$ cat src/rtl/synth_pkg.sv
// Shared types for the key front-end of synth.
//   NUM_KEYS     : number of tone key channels
//   note_idx_t   : 4-bit key index (covers up to 16 keys)
//   key_vec_t    : one bit per key
//   prio_state_t : last-note priority FSM state
package synth_pkg;

  localparam int unsigned NUM_KEYS = 12;

  typedef logic [3:0]          note_idx_t;
  typedef logic [NUM_KEYS-1:0] key_vec_t;

  typedef enum logic {
    IDLE = 1'b0,
    HOLD = 1'b1
  } prio_state_t;

endpackage

$ cat src/rtl/key_debouncer.sv
// One key channel: multi-flop synchroniser followed by a debounce counter.
//   master_clk : system clock, all state on the rising edge
//   reset      : synchronous active-high reset (key treated as released)
//   key_raw    : asynchronous bouncy key level
//   key_stable : debounced level, changes only after DEBOUNCE_CYCLES
//                consecutive synchronised samples disagree with it
module key_debouncer #(
  parameter int unsigned SYNC_STAGES     = 2,
  parameter int unsigned DEBOUNCE_CYCLES = 122880
) (
  input  logic master_clk,
  input  logic reset,
  input  logic key_raw,
  output logic key_stable
);

  localparam int unsigned     CNT_W   = $clog2(DEBOUNCE_CYCLES);
  localparam logic [CNT_W-1:0] CNT_MAX = CNT_W'(DEBOUNCE_CYCLES - 1);

  logic [SYNC_STAGES-1:0] sync_q, sync_d;
  logic                   stable_q, stable_d;
  logic [CNT_W-1:0]       cnt_q, cnt_d;
  logic                   sync;

  assign sync       = sync_q[SYNC_STAGES-1];
  assign key_stable = stable_q;

  always_comb begin
    sync_d   = {sync_q[SYNC_STAGES-2:0], key_raw};
    stable_d = stable_q;
    cnt_d    = cnt_q;
    if (sync == stable_q) begin
      // Any bounce back to the accepted level restarts the count.
      cnt_d = '0;
    end else if (cnt_q == CNT_MAX) begin
      stable_d = sync;
      cnt_d    = '0;
    end else begin
      cnt_d = cnt_q + 1'b1;
    end
  end

  always_ff @(posedge master_clk) begin
    if (reset) begin
      sync_q   <= '0;
      stable_q <= 1'b0;
      cnt_q    <= '0;
    end else begin
      sync_q   <= sync_d;
      stable_q <= stable_d;
      cnt_q    <= cnt_d;
    end
  end

endmodule

$ cat src/rtl/key_input_conditioner.sv
// Key front-end for synth: per-key synchronise + debounce, then monophonic
// last-note priority producing a one-hot key vector.
//   master_clk  : 12.288 MHz system clock
//   reset       : synchronous active-high reset
//   key_raw     : raw asynchronous keys, bit i = key i+1, 1 = pressed
//   key_stable  : debounced level of every key
//   active_key  : one-hot (or zero) selected key, bit i drives synth_key(i+1)
//   note_valid  : 1 when active_key is non-zero
//   note_index  : index of the selected key, 0 when note_valid = 0
//   note_change : one-cycle pulse whenever active_key changes
module key_input_conditioner #(
  parameter int unsigned NUM_KEYS        = 12,
  parameter int unsigned SYNC_STAGES     = 2,
  parameter int unsigned DEBOUNCE_CYCLES = 122880
) (
  input  logic                master_clk,
  input  logic                reset,
  input  logic [NUM_KEYS-1:0] key_raw,
  output logic [NUM_KEYS-1:0] key_stable,
  output logic [NUM_KEYS-1:0] active_key,
  output logic                note_valid,
  output logic [3:0]          note_index,
  output logic                note_change
);
  import synth_pkg::*;

  // Keeps only the lowest-index set bit.
  function automatic logic [NUM_KEYS-1:0] lowest_bit(input logic [NUM_KEYS-1:0] v);
    lowest_bit = '0;
    for (int unsigned i = 0; i < NUM_KEYS; i++) begin
      if (v[i] && (lowest_bit == '0)) lowest_bit[i] = 1'b1;
    end
  endfunction

  function automatic note_idx_t onehot_index(input logic [NUM_KEYS-1:0] v);
    onehot_index = '0;
    for (int unsigned i = 0; i < NUM_KEYS; i++) begin
      if (v[i]) onehot_index = note_idx_t'(i);
    end
  endfunction

  for (genvar g = 0; g < NUM_KEYS; g++) begin : g_key
    key_debouncer #(
      .SYNC_STAGES    (SYNC_STAGES),
      .DEBOUNCE_CYCLES(DEBOUNCE_CYCLES)
    ) u_deb (
      .master_clk(master_clk),
      .reset     (reset),
      .key_raw   (key_raw[g]),
      .key_stable(key_stable[g])
    );
  end

  logic [NUM_KEYS-1:0] key_stable_dly_q;
  logic [NUM_KEYS-1:0] rise, fall;
  prio_state_t         state_q, state_d;
  logic [NUM_KEYS-1:0] active_q, active_d;
  note_idx_t           note_index_q, note_index_d;
  logic                note_valid_q, note_valid_d;
  logic                note_change_q, note_change_d;

  assign rise = key_stable & ~key_stable_dly_q;
  assign fall = ~key_stable & key_stable_dly_q;

  always_comb begin
    state_d  = state_q;
    active_d = active_q;
    case (state_q)
      IDLE: begin
        if (|rise) begin
          state_d  = HOLD;
          active_d = lowest_bit(rise);
        end
      end
      HOLD: begin
        // A press always wins, even when the selected key releases in the
        // same cycle; the fallback only applies to a pure release.
        if (|rise) begin
          active_d = lowest_bit(rise);
        end else if (|(fall & active_q)) begin
          if (|key_stable) begin
            active_d = lowest_bit(key_stable);
          end else begin
            active_d = '0;
            state_d  = IDLE;
          end
        end
      end
      default: begin
        state_d  = IDLE;
        active_d = '0;
      end
    endcase
    note_valid_d  = (state_d == HOLD);
    note_index_d  = onehot_index(active_d);
    note_change_d = (active_d != active_q);
  end

  always_ff @(posedge master_clk) begin
    if (reset) begin
      key_stable_dly_q <= '0;
      state_q          <= IDLE;
      active_q         <= '0;
      note_index_q     <= '0;
      note_valid_q     <= 1'b0;
      note_change_q    <= 1'b0;
    end else begin
      key_stable_dly_q <= key_stable;
      state_q          <= state_d;
      active_q         <= active_d;
      note_index_q     <= note_index_d;
      note_valid_q     <= note_valid_d;
      note_change_q    <= note_change_d;
    end
  end

  assign active_key  = active_q;
  assign note_valid  = note_valid_q;
  assign note_index  = note_index_q;
  assign note_change = note_change_q;

endmodule

$ cat config.mk
export PLATFORM = sky130hd
export DESIGN_NAME = key_input_conditioner
export DESIGN_NICKNAME = d
export VERILOG_FILES = /design/src/rtl/synth_pkg.sv /design/src/rtl/key_debouncer.sv /design/src/rtl/key_input_conditioner.sv
export SDC_FILE = /design/constraint.sdc
export NUM_CORES = 1
export LEC_CHECK = 0
export BUFFER_PORTS_ARGS = -buffer_cell sky130_fd_sc_hd__buf_2
export CAP_MARGIN = 40
export CORE_ASPECT_RATIO = 1.5
export CORE_MARGIN = 4
export CORE_UTILIZATION = 45
export CTS_BUF_LIST = sky130_fd_sc_hd__clkbuf_8
export DETAILED_ROUTE_END_ITERATION = 8
export GPL_TIMING_DRIVEN = 0
export SYNTH_ARGS = -nofsm -noshare
export SYNTH_HDL_FRONTEND = slang
export SYNTH_HIERARCHICAL = 1
export SYNTH_SLANG_ARGS = --single-unit
$ cat constraint.sdc
create_clock -name master_clk -period 5.3 [get_ports master_clk]
set_clock_uncertainty 0.05 [all_clocks]
set_input_delay 0.53 -clock master_clk [delete_from_list [all_inputs] [get_ports master_clk]]
set_output_delay 0.53 -clock master_clk [all_outputs]
set_load 0.005 [all_outputs]
# == Word level (Yosys, flattened, before mapping) ==
# Index checks and enable logic that the tools add are counted.
# op_classes
add_sub_neg,12
eq_ne,25
n_mux,143
bitwise,21
n_reduce_logical,91
# op_table
cell,n
adder 17 x 1 -> 17 bit (second input constant),12
equality test 17 bit (second input constant),12
2-to-1 mux 1 bit,127
2-to-1 mux 12 bit,4
2-to-1 mux 4 bit,10
AND 12 bit,3
OR reduction 12 bit,3
OR reduction 3 bit,12
logical AND 1 bit,33
logical NOT 11 bit,3
logical NOT 10 bit,3
logical NOT 9 bit,3
logical NOT 8 bit,3
inverter 12 bit,2
case mux 12 bit (2 select lines),1
AND reduction 2 bit,12
logical NOT 7 bit,3
logical NOT 6 bit,3
inverter 1 bit,16
logical NOT 5 bit,3
equality test 1 bit,12
logical NOT 4 bit,3
inequality test 12 bit,1
logical NOT 3 bit,3
3 further kinds,5
# word_totals
reg_bits,270
input_bits,14
output_inout_bits,30

# == Logic depth before layout (Yosys ltp) ==
# logic_depth
word_depth,95
mapped_depth,10
depth_no_buf,8

# == By module ==
# The synthesis kept the hierarchy.
# modules_own_cells
module,n_inst,cells_per_inst,area_per_inst_um2,seq_area_each_um2
key_debouncer (g_key[0].u_deb ...),10,93,885.8,400.4
key_input_conditioner,1,235,1960.6,600.6
key_debouncer (g_key[9].u_deb),1,98,894.6,400.4
key_debouncer (g_key[6].u_deb),1,94,884.6,400.4

# == Least setup slack after synthesis ==
# OpenSTA, ideal clock, no wires.
# synth_timing
path_kind,flip-flop to flip-flop
start,reg g_key[0].u_deb.stable_q
end,"reg note_change_q, in the netlist note_change"
setup_ns,0.133
arrival_ns,2.450
required_time_ns,5.117
slack_ns,2.668
stages_incl_launch_ff,10
n_path_buf,1
cell_sequence,dfxtp_1 > buf_6 > nor2b_4 > or4_4 > nor3_4 > a31o_2 > o21ai_1 > or4_1 > a2111oi_2 > a31oi_1
# synth_via
elab_chain_cells,83
# synth_rtl
item,line,source
start: declaration,key_debouncer.sv:21,"logic stable_q, stable_d;"
start signal: assignment,key_debouncer.sv:50,stable_q <= stable_d;
2-to-1 mux 1 bit,key_input_conditioner.sv:31,if (v[i] && (lowest_bit == '0)) lowest_bit[i] = 1'b1;
2-to-1 mux 1 bit,key_input_conditioner.sv:81,if (|key_stable) begin
2-to-1 mux 1 bit,key_input_conditioner.sv:80,end else if (|(fall & active_q)) begin
2-to-1 mux 1 bit,key_input_conditioner.sv:78,if (|rise) begin
2-to-1 mux 1 bit,key_input_conditioner.sv:68,case (state_q)
inverter 1 bit,key_input_conditioner.sv:31,
logical AND 1 bit,key_input_conditioner.sv:31,
2-to-1 mux 1 bit,key_input_conditioner.sv:31,
[... 67 more ...],-,
logical NOT 11 bit,key_input_conditioner.sv:31,
logical AND 1 bit,key_input_conditioner.sv:31,
2-to-1 mux 1 bit,key_input_conditioner.sv:31,
2-to-1 mux 12 bit,key_input_conditioner.sv:81,
2-to-1 mux 12 bit,key_input_conditioner.sv:80,
2-to-1 mux 12 bit,key_input_conditioner.sv:78,
case mux 12 bit (2 select lines) (*),key_input_conditioner.sv:68,
inequality test 12 bit (*),key_input_conditioner.sv:96,note_change_d = (active_d != active_q);
end signal: assignment,key_input_conditioner.sv:113,note_change_q <= note_change_d;
end: declaration,key_input_conditioner.sv:60,"logic note_change_q, note_change_d;"
# Mark *: on every way between the ends. The rest lies on a longest branch, timed or not. The select of a mux whose other input is x is not followed.
# A chain may end at the register's enable or synchronous reset.

# == Worst setup path in the final report ==
# Same ends and word-level chain as after synthesis.

==> summary.md <==
| Metric | Value |
|---|---|
| RSZ-0062 raised after global routing | `false` |
| Drt first pass iters | `5` |
| VDD IR-drop max | `0.2005 mV` |
| Setup crit end kind | `flip-flop` |
| Yosys top cell area share | `0.4290` |
| Ports | `44` |
| Final setup fails | `0` |
| Placed inst area | `13,260 um^2` |
| DRC | `0` |
| Final setup TNS | `0 ns` |
| Largest cells by area after synthesis | `dfxtp_1, xnor2_1, nor2_1` |
| Port Buf Inserts | `43` |
| Worst Path Max Fanout | `10` |
| Fmax | `0.3098 GHz` |
| Arr. time, crit path | `3.60 ns` |
| Most Crowded Layer GR | `met2` |
| Top_reg_cell synth | `dfxtp_1` |
| Initial core utilization | `0.4597` |
| Hold Fails Final Rpt | `0` |
| Xor-xnor portion of the synthesized cell area | `0.1300` |
| First-pass GRT wire length | `42,890 um` |
| Post-CTS sizing | `0` |
| Met3 usage | `0.03876` |
| Post-Syn Area | `12,600 um^2` |
| Post-synth top area cell | `dfxtp_1` |
| Routed len/inst | `13.75 um` |
| Largest family of logic cells by synthesized area | `simple AND/OR/NAND/NOR gates` |
| Hold Buf Count CTS | `0` |
| Crit share post-route | `0.6090` |
| Area grow syn2layout | `12.58%` |
| Core Util, Final | `0.5175` |
| Synth Net Count | `1,383` |
| GRT overflow | `0` |
| Row cnt | `74` |
| Die Y | `212.9 um` |
| CTS Buf Count | `44` |
| Yosys warning count | `6` |
| Mapped Cells | `1,357` |
| WS Path Type | `reg -> reg` |
| Adder-cell area share of the yosys netlist | `0.01192` |
| Ant. Diodes | `0` |
| Hold Path Class | `in -> reg` |
| H-Tree Depth | `2` |
| Power Density | `280.5 nW/um^2` |
| Drt total wl | `24,990 um` |
| Syn_area_per_cell | `9.284 um^2` |
| Register area share after synthesis | `0.4290` |
| Worst EP required | `5.67 ns` |
| Leak Pwr | `4.703 nW` |
| Number of global-route vias before repair | `9,174` |
| Antenna Nets Post-Route | `0` |
| Die area | `30,790 um^2` |
| Post-Synth Simple-Gate Area | `0.3301` |
| Clock tree buffer depth | `3` |
| Die W | `144.6 um` |
| Yosys cell types | `68` |
| Clk_lat worst skew | `0.57 ns` |
| Clock sinks | `270` |
| Status | `finished, final reports clean` |
| Grt met2 use | `0.2876` |
| Post-DP HPWL | `17,810 um` |
| Largest net degree at the start of global routing | `35` |
| Routability cong. | `0.9248` |
| Final Cell Area | `14,180 um^2` |
| Synth Area in Compound Gates | `0.02970` |
| CTS tree | `built` |
| Seq cells post-synth | `270` |
| Max-slew violation count | `0` |
| Clk root buf | `clkbuf_8` |
| Startpoint Class | `flip-flop` |
| First DRT Iteration DRCs | `485` |
| Clock slew at reported path FFs | `0.06 ns` |
| Post-CTS setup buffers | `0` |
| GRT Total Usage | `0.1681` |
| Initial antenna violation count | `0` |
| Final min period | `3.228 ns` |
| Max-capacitance violation count | `0` |
| Met1 Usage GRT | `0.1960` |
| EDFF count, synth | `0` |
| Core area | `27,410 um^2` |
| Net count, final | `1,473` |
| Layout cells sized above 1 | `0.1430` |
| Routed vias | `9,358` |
| Post-synthesis mux area share | `0.02225` |
| Async SR Flop Fraction | `0` |
| Worst-Margin Slew | `0.7996 ns` |
| Rel. slew slack | `0.4669` |
| Via density | `5.147` |
Yosys cell counts (11+ instances only):
master and count:
a21oi_1 11, nand4_1 36, nor2_2 20, nor2_1 251
nand2_1 64, ha_1 12, or3_1 15, nor3_1 63
nor4_1 51, dfxtp_1 270, buf_6 12, nand3_1 68
nand4_4 22, xnor2_1 162, nand3b_1 14, mux2i_1 28
inv_1 55, xor2_1 25, nand4b_1 14, nor2b_1 59
path summary, 6_finish.rpt:
path / from / to / slack (ns) / cells after the start
worst max-delay path: g_key[0].u_deb/key_stable$_SDFFE_PP0P_ / note_change$_SDFF_PP0_ / 2.07 / 9
worst min-delay path: key_raw[0] / g_key[0].u_deb/sync_q[0]$_SDFF_PP0_ / 0.12 / 2
worst max register to register: g_key[0].u_deb/key_stable$_SDFFE_PP0P_ / note_change$_SDFF_PP0_ / 2.07 / 9
worst min register to register: g_key[8].u_deb/sync_q[0]$_SDFF_PP0_ / g_key[8].u_deb/sync_q[1]$_SDFF_PP0_ / 0.38 / 1
worst max-delay path, stage by stage, from the launching register on:
cell       delay, ns
dfxtp_1         0.40
buf_6           0.18
nor2b_4         0.14
nor4_4          0.50
nand4_2         0.37
nor2_4          0.29
a31oi_1         0.07
or4_1           0.57
a2111oi_2       0.37
a31oi_1         0.13
cells by family after synthesis:
kind of cell / count (synthesis)
mux: 28
simple gates: 723
fa+ha+maj: 12
buf+inv: 87
xor+xnor: 187
flops: 270
compound gates: 50
cell type report:
class | count | area [um^2]
inverter | 55 | 206.4
multi-input combinational | 1000 | 6601
sequential | 270 | 5405
clock buffer | 56 | 770.7
fill | 2613 | 13220
timing repair buffer | 44 | 235.2
tap | 342 | 427.9
buffer | 32 | 385.4
clock inverter | 19 | 151.4
registers in the layout (all words and copies together) (netlist names):
name,count
g_key.u_deb/cnt_q,204
g_key.u_deb/sync_q,24
active_key,12
g_key.u_deb/key_stable,12
key_stable_dly_q,12
note_index,4
note_change,1
note_valid,1
cell usage in the layout, fill, tap and decap left out, drive strengths merged, types with 5 or more instances in the layout:
cell / count
xnor2: 162
nand4b: 14
xor2: 25
nand3b: 14
nand2: 64
or4: 5
o21ai: 11
a21oi: 11
clkinv: 6
ha: 12
mux2i: 28
nor2b: 62
nor4: 64
dfxtp: 270
buf: 70
nand4: 61
inv: 64
or3: 16
nand3: 68
nand2b: 6
nor2: 272
clkbuf: 62
nor3: 64
report_power, final:
group	total [W]	leakage [nW]	internal [W]	switching, W
Sequential	0.00205	2.18	0.00204	0.00000649
Combinational	0.0000616	2.02	0.0000276	0.0000340
Clock	0.00187	0.503	0.00105	0.000818
metrics by stage:
step           total power [W]  cells  hold WS (ns)  setup WS, ns
4_1_cts               0.004059   1818       0.06867         2.096
3_5_place_dp          0.002156   1743        0.3727         2.131
6_report              0.003979   1818        0.1183         2.072
3_3_place_gp          0.002153   1742        0.3702         2.106
2_1_floorplan         0.002131   1357        0.3638         2.668
5_1_grt               0.004151   1818        0.1011         1.867
per-layer routing:
layer,up-vias,wire [um]
met5,-,0
met4,0,1051
met3,67,1115
met2,148,12280
met1,4309,10550
li1,4834,-
(Power assumes the default switching activity.)
